<file path="config.mk">
export PLATFORM = sky130hd
export DESIGN_NAME = irq_event_unit
export DESIGN_NICKNAME = d
export VERILOG_FILES = /design/src/rtl/irq_event_unit.sv
export SDC_FILE = /design/constraint.sdc
export NUM_CORES = 1
export LEC_CHECK = 0
export BUFFER_PORTS_ARGS = -buffer_cell sky130_fd_sc_hd__buf_4
export CORE_MARGIN = 2
export CORE_UTILIZATION = 40
export CTS_BUF_LIST = sky130_fd_sc_hd__clkbuf_8
export CTS_CLUSTER_DIAMETER = 100
export DETAILED_ROUTE_END_ITERATION = 16
export PLACE_DENSITY_LB_ADDON = 0.15
export SYNTH_ARGS = -nofsm -noshare
export SYNTH_HDL_FRONTEND = slang
export SYNTH_SLANG_ARGS = --single-unit
</file>
<file path="constraint.sdc">
create_clock -name clk -period 1.69 [get_ports clk]
set_input_delay 0.169 -clock clk [delete_from_list [all_inputs] [get_ports clk]]
set_output_delay 0.169 -clock clk [all_outputs]
set_load 0.02 [all_outputs]
</file>
<file path="src/rtl/irq_event_unit.sv">
// Interrupt event unit: edge-captured and software-set pending bits, masked onto level irq lines.
// Optional `IRQ_EVENT_SYNC_EN adds a 2-flop synchronizer in front of the edge detector.
module irq_event_unit #(
  parameter int unsigned NUM_IRQ = 32
) (
  input  logic        clk,
  input  logic        rst_n,
  input  logic [31:0] event_i,
  output logic [31:0] irq_o,
  output logic        irq_any_o,
  input  logic        save_cause_i,
  input  logic [5:0]  cause_i,
  input  logic        reg_req_i,
  input  logic        reg_we_i,
  input  logic [4:0]  reg_addr_i,
  input  logic [31:0] reg_wdata_i,
  output logic        reg_ack_o,
  output logic [31:0] reg_rdata_o
);

  // Lines at or above NUM_IRQ are tied off everywhere state is written.
  localparam logic [31:0] ImplMask = 32'hFFFF_FFFF >> (32 - NUM_IRQ);

  localparam logic [2:0] AddrMask    = 3'd0;
  localparam logic [2:0] AddrPending = 3'd1;
  localparam logic [2:0] AddrSet     = 3'd2;
  localparam logic [2:0] AddrLost    = 3'd3;
  localparam logic [2:0] AddrId      = 3'd4;

  logic [31:0] mask_q,    mask_d;
  logic [31:0] pending_q, pending_d;
  logic [31:0] lost_q,    lost_d;
  logic [31:0] prev_q;
  logic        ack_q;
  logic [31:0] rdata_q,   rdata_d;

  logic [31:0] evt_s;
  logic [31:0] rise;
  logic [31:0] set_bits, clr_bits, core_clr;
  logic        wr_en, rd_en;
  logic        mask_wr, pend_wr, set_wr, lost_wr;
  logic [4:0]  id_idx;
  logic        unused_addr;

  assign unused_addr = ^reg_addr_i[1:0];

`ifdef IRQ_EVENT_SYNC_EN
  logic [31:0] s1_q, s2_q;

  always_ff @(posedge clk) begin
    if (!rst_n) begin
      s1_q <= '0;
      s2_q <= '0;
    end else begin
      s1_q <= event_i & ImplMask;
      s2_q <= s1_q;
    end
  end

  assign evt_s = s2_q;
`else
  assign evt_s = event_i & ImplMask;
`endif

  assign rise = evt_s & ~prev_q;

  assign wr_en   = reg_req_i & reg_we_i;
  assign rd_en   = reg_req_i & ~reg_we_i;
  assign mask_wr = wr_en & (reg_addr_i[4:2] == AddrMask);
  assign pend_wr = wr_en & (reg_addr_i[4:2] == AddrPending);
  assign set_wr  = wr_en & (reg_addr_i[4:2] == AddrSet);
  assign lost_wr = wr_en & (reg_addr_i[4:2] == AddrLost);

  // Exceptions (cause_i[5]=0) never touch pending state.
  assign core_clr = (save_cause_i && cause_i[5]) ? (32'd1 << cause_i[4:0]) : 32'd0;

  assign set_bits = rise | (set_wr ? reg_wdata_i : 32'd0);
  assign clr_bits = core_clr | (pend_wr ? reg_wdata_i : 32'd0);

  always_comb begin
    // Set dominates clear so an event coinciding with its own ack is not dropped.
    pending_d = (set_bits | (pending_q & ~clr_bits)) & ImplMask;
    lost_d    = ((rise & pending_q & ~clr_bits) |
                 (lost_q & ~(lost_wr ? reg_wdata_i : 32'd0))) & ImplMask;
    mask_d    = mask_wr ? (reg_wdata_i & ImplMask) : mask_q;
  end

  assign irq_o     = pending_q & mask_q;
  assign irq_any_o = |irq_o;

  always_comb begin
    id_idx = 5'd0;
    for (int i = 31; i >= 0; i--) begin
      if (irq_o[i]) id_idx = 5'(i);
    end
  end

  always_comb begin
    rdata_d = 32'd0;
    if (rd_en) begin
      case (reg_addr_i[4:2])
        AddrMask:    rdata_d = mask_q;
        AddrPending: rdata_d = pending_q;
        AddrSet:     rdata_d = 32'd0;
        AddrLost:    rdata_d = lost_q;
        AddrId:      rdata_d = {irq_any_o, 26'd0, id_idx};
        default:     rdata_d = 32'd0;
      endcase
    end
  end

  always_ff @(posedge clk) begin
    if (!rst_n) begin
      mask_q    <= '0;
      pending_q <= '0;
      lost_q    <= '0;
      prev_q    <= '0;
      ack_q     <= 1'b0;
      rdata_q   <= '0;
    end else begin
      mask_q    <= mask_d;
      pending_q <= pending_d;
      lost_q    <= lost_d;
      prev_q    <= evt_s;
      ack_q     <= reg_req_i;
      rdata_q   <= rdata_d;
    end
  end

  assign reg_ack_o   = ack_q;
  assign reg_rdata_o = rdata_q;

endmodule
</file>
==> impl_results.md <==
* Yosys cell types at 46
* Startpoint Class: flip-flop
* Final HPWL from detailed placement at ~16000 µm
* Die span in x at roughly 140 µm
* Iteration-0 DRC Markers at 474
* Worst hold path class: input port to flip-flop
* Slew headroom at 63.0%
* DR pass1 iterations at 5
* Logic pwr share at around 13%
* Final slew viol count at 0
* Placed cells at roughly 1200
* Async S/R FF share, synth at 0%
* Main flop type after synthesis: dfxtp_1
* Sequential fraction of the synthesis area at approximately 44%
* Total global routing overflow at 0
* Die Y at 139 µm
* Switching power at 0.00209 W
* Post-synth EDFFs at 0
* Crit path capture type: output pin
* CP Max Fanout at 2
* Area Growth Syn to Fin at 40.4%
* Worst clock skew at 0.0158 ns
* Fmax at 462 MHz
* Final wirelength at 23200 µm
* Final Hold Fails at 0
* Yosys reg bits at 161
* Clk_lat worst skew at 0.48 ns
* Clock Tree Buf Depth at 2
* Critical path required time at 1.52 ns
* WP data arrival at a little under 2 ns
* Htree depth at 4
* Failing checks: negative setup slack
* Final WS setup at -0.473 ns
* TritonCTS clock tree: built
* Pre-CTS setup slack at -0.143 ns
* PwrDens at 801 nW/µm²
* Most common cell after layout, fill and taps aside: buf_4
* Clock sinks at 161
* Synth Area per Inst at 8.69 µm²
* Pint at 0.00607 W
* First-pass GRT wire length at between 30000 and 40000 µm
* # port buffers at 143
* Hold depth at 4
* CTS root buffer: clkbuf_8
* Cells after Synth at roughly 840
* Number of CTS-inserted buffers at 17
* Number of global-route vias before repair at between 6000 and 7000
* Via density at 5.27
* RSZ-0062 raised after global routing: yes
* Overall Global Routing Usage at 24.2%
* # setup viols final at 1
* Wire per inst at 17.4 µm
* Routed Antenna Nets at 0
* Critical path type: flip-flop to output pin
* Sw Share at 25.6%
* Reg2Reg Depth at 6
* Placeable Area at ~18000 µm²
* Yosys Warn Count at 0
* Worst Tran Pin Value at between 0.5 and 0.6 ns
* Commonest non-fill, non-tap cells in the layout: buf_4 (212), dfxtp_1 (159), nand2_1 (121)
* Via count at 7016
* Placer congestion estimate at 0.827
* Initial Util at 40.5%
* Synthesized Nets at 915
* Post-Syn Area at 7260 µm²
* Layout cells sized above 1 at ~24%
* Max Cap Violations at 0
* Tcrit/Tclk final at 128%
* # fillers at 1661
* Die ar. at between 15000 and 20000 µm²
* Clock share of power at 37.1%
* Initial antenna violation count at 0
* CP peak stage delay at between 0.3 and 0.4 ns
* Slowest CP cell: dfxtp_2
* Post-route DRC violation count at 0
* Pin count of the biggest net entering global routing at 129
* Row cnt at 49
* Inserted Diodes at 0
* Final Non-Filler Cells at approximately 1300
* Leakage power at about 4.2 nW
* Critical-path cell list: a22o_1, nor4_2, buf_4, nor3b_4, nand3_2, buf_6
* Peak supply drop at 579 µV
* Outcome: complete, but fails checks
* Tmin final at ~2.2 ns
* Num ports at 146
* Final #Nets at ~1200
* Clk slew on worst S/H paths at around 0.09 ns
* Flop pwr share at 49.5%
[sequential cells by signal, summed over array words and instances (netlist names)]
name	flops
prev_q	32
lost_q	32
reg_ack_o	1
mask_q	32
pending_q	32
reg_rdata_o	32
[power by group through the flow]
stage	logic (W)	registers [W]	clock network [W]
3_3_place_gp	0.000943	0.00413	0
6_report	0.00109	0.00404	0.00303
3_5_place_dp	0.000947	0.00413	0
4_1_cts	0.00108	0.00404	0.00310
2_1_floorplan	0.000487	0.00413	0
5_1_grt	0.00119	0.00406	0.00326
[stage by stage]
step | TNS, ns | util (%) | area, µm² | hold WS, ns | total power [W]
6_report | -0.473 | 56.9 | 10200 | 0.129 | 0.00816
5_1_grt | -0.707 | 56.9 | 10200 | 0.136 | 0.00851
4_1_cts | -0.492 | 56.7 | 10100 | 0.106 | 0.00822
3_5_place_dp | -0.256 | 50.3 | 9000 | 0.381 | 0.00508
3_3_place_gp | -0.204 | 50.3 | 9000 | 0.378 | 0.00507
2_1_floorplan | 0 | - | 7260 | 0.291 | 0.00462
[final cells by class]
| class | instances | area (µm²) | area share, % |
|---|---|---|---|
| Clock buffer | 19 | 262 | 2.57 |
| Clock inverter | 13 | 161 | 1.58 |
| Inverter | 19 | 71.3 | 0.700 |
| Multi-Input combinational cell | 607 | 3830 | 37.6 |
| Sequential cell | 161 | 3230 | 31.6 |
| Tap cell | 229 | 287 | 2.81 |
| Timing Repair Buffer | 284 | 2350 | 23.1 |
[Yosys cell counts, drive strengths merged (8+ instances only)]
library cell	n	area [µm²]
mux2i	33	330
nor2	65	244
and2	50	313
a21boi	33	248
buf	18	120
a32oi	32	280
a22oi	40	300
o21ai	8	40.0
inv	19	71.3
nor2b	101	632
dfxtp	161	3220
clkbuf	30	113
nand2	121	454
a221oi	32	280
a21oi	35	175
[critical path, delay by kind of cell (launching register included)]
family | cells | cell delay (ns)
compound gates | 1 | 0.25
buf+inv | 2 | 0.33
flops | 1 | 0.32
simple gates | 3 | 0.63
[per-layer routing]
layer | track usage, % | wire (µm) | vias up
li1 | - | - | 3443
met1 | 31.4 | 10500 | 3318
met2 | 40.3 | 10900 | 218
met3 | 5.25 | 1290 | 37
met4 | 8.13 | 543 | 0
met5 | 0 | 0 | -
[final timing paths]
kind / end / slack [ns] / startpoint
worst max-delay path: irq_any_o / -0.47 / pending_q[30]
worst min-delay path: reg_rdata_o[4] / 0.13 / reg_addr_i[4]
worst max register to register: reg_rdata_o[2] / 0.05 / pending_q[27]
worst min register to register: mask_q[1] / 0.48 / mask_q[1]
[logic make-up after synthesis]
group	Yosys count	share of synthesized area, %
DFF	161	44.4
and+or+nand+nor	370	25.8
buffers and inverters	67	4.19
muxes	33	4.55
AOI/OAI and AO/OA	204	21.0
[what timing repair did]
action                                  in CTS  in global routing
endpoints found under the setup margin       3                  6
hold endpoints to repair                    86                  0
hold buffers                                66                  0
buffers inserted                             1                  1
pin swaps                                    5                  8
gates resized for setup                     10                 12
No activity file was read; power rests on OpenSTA's default activity.
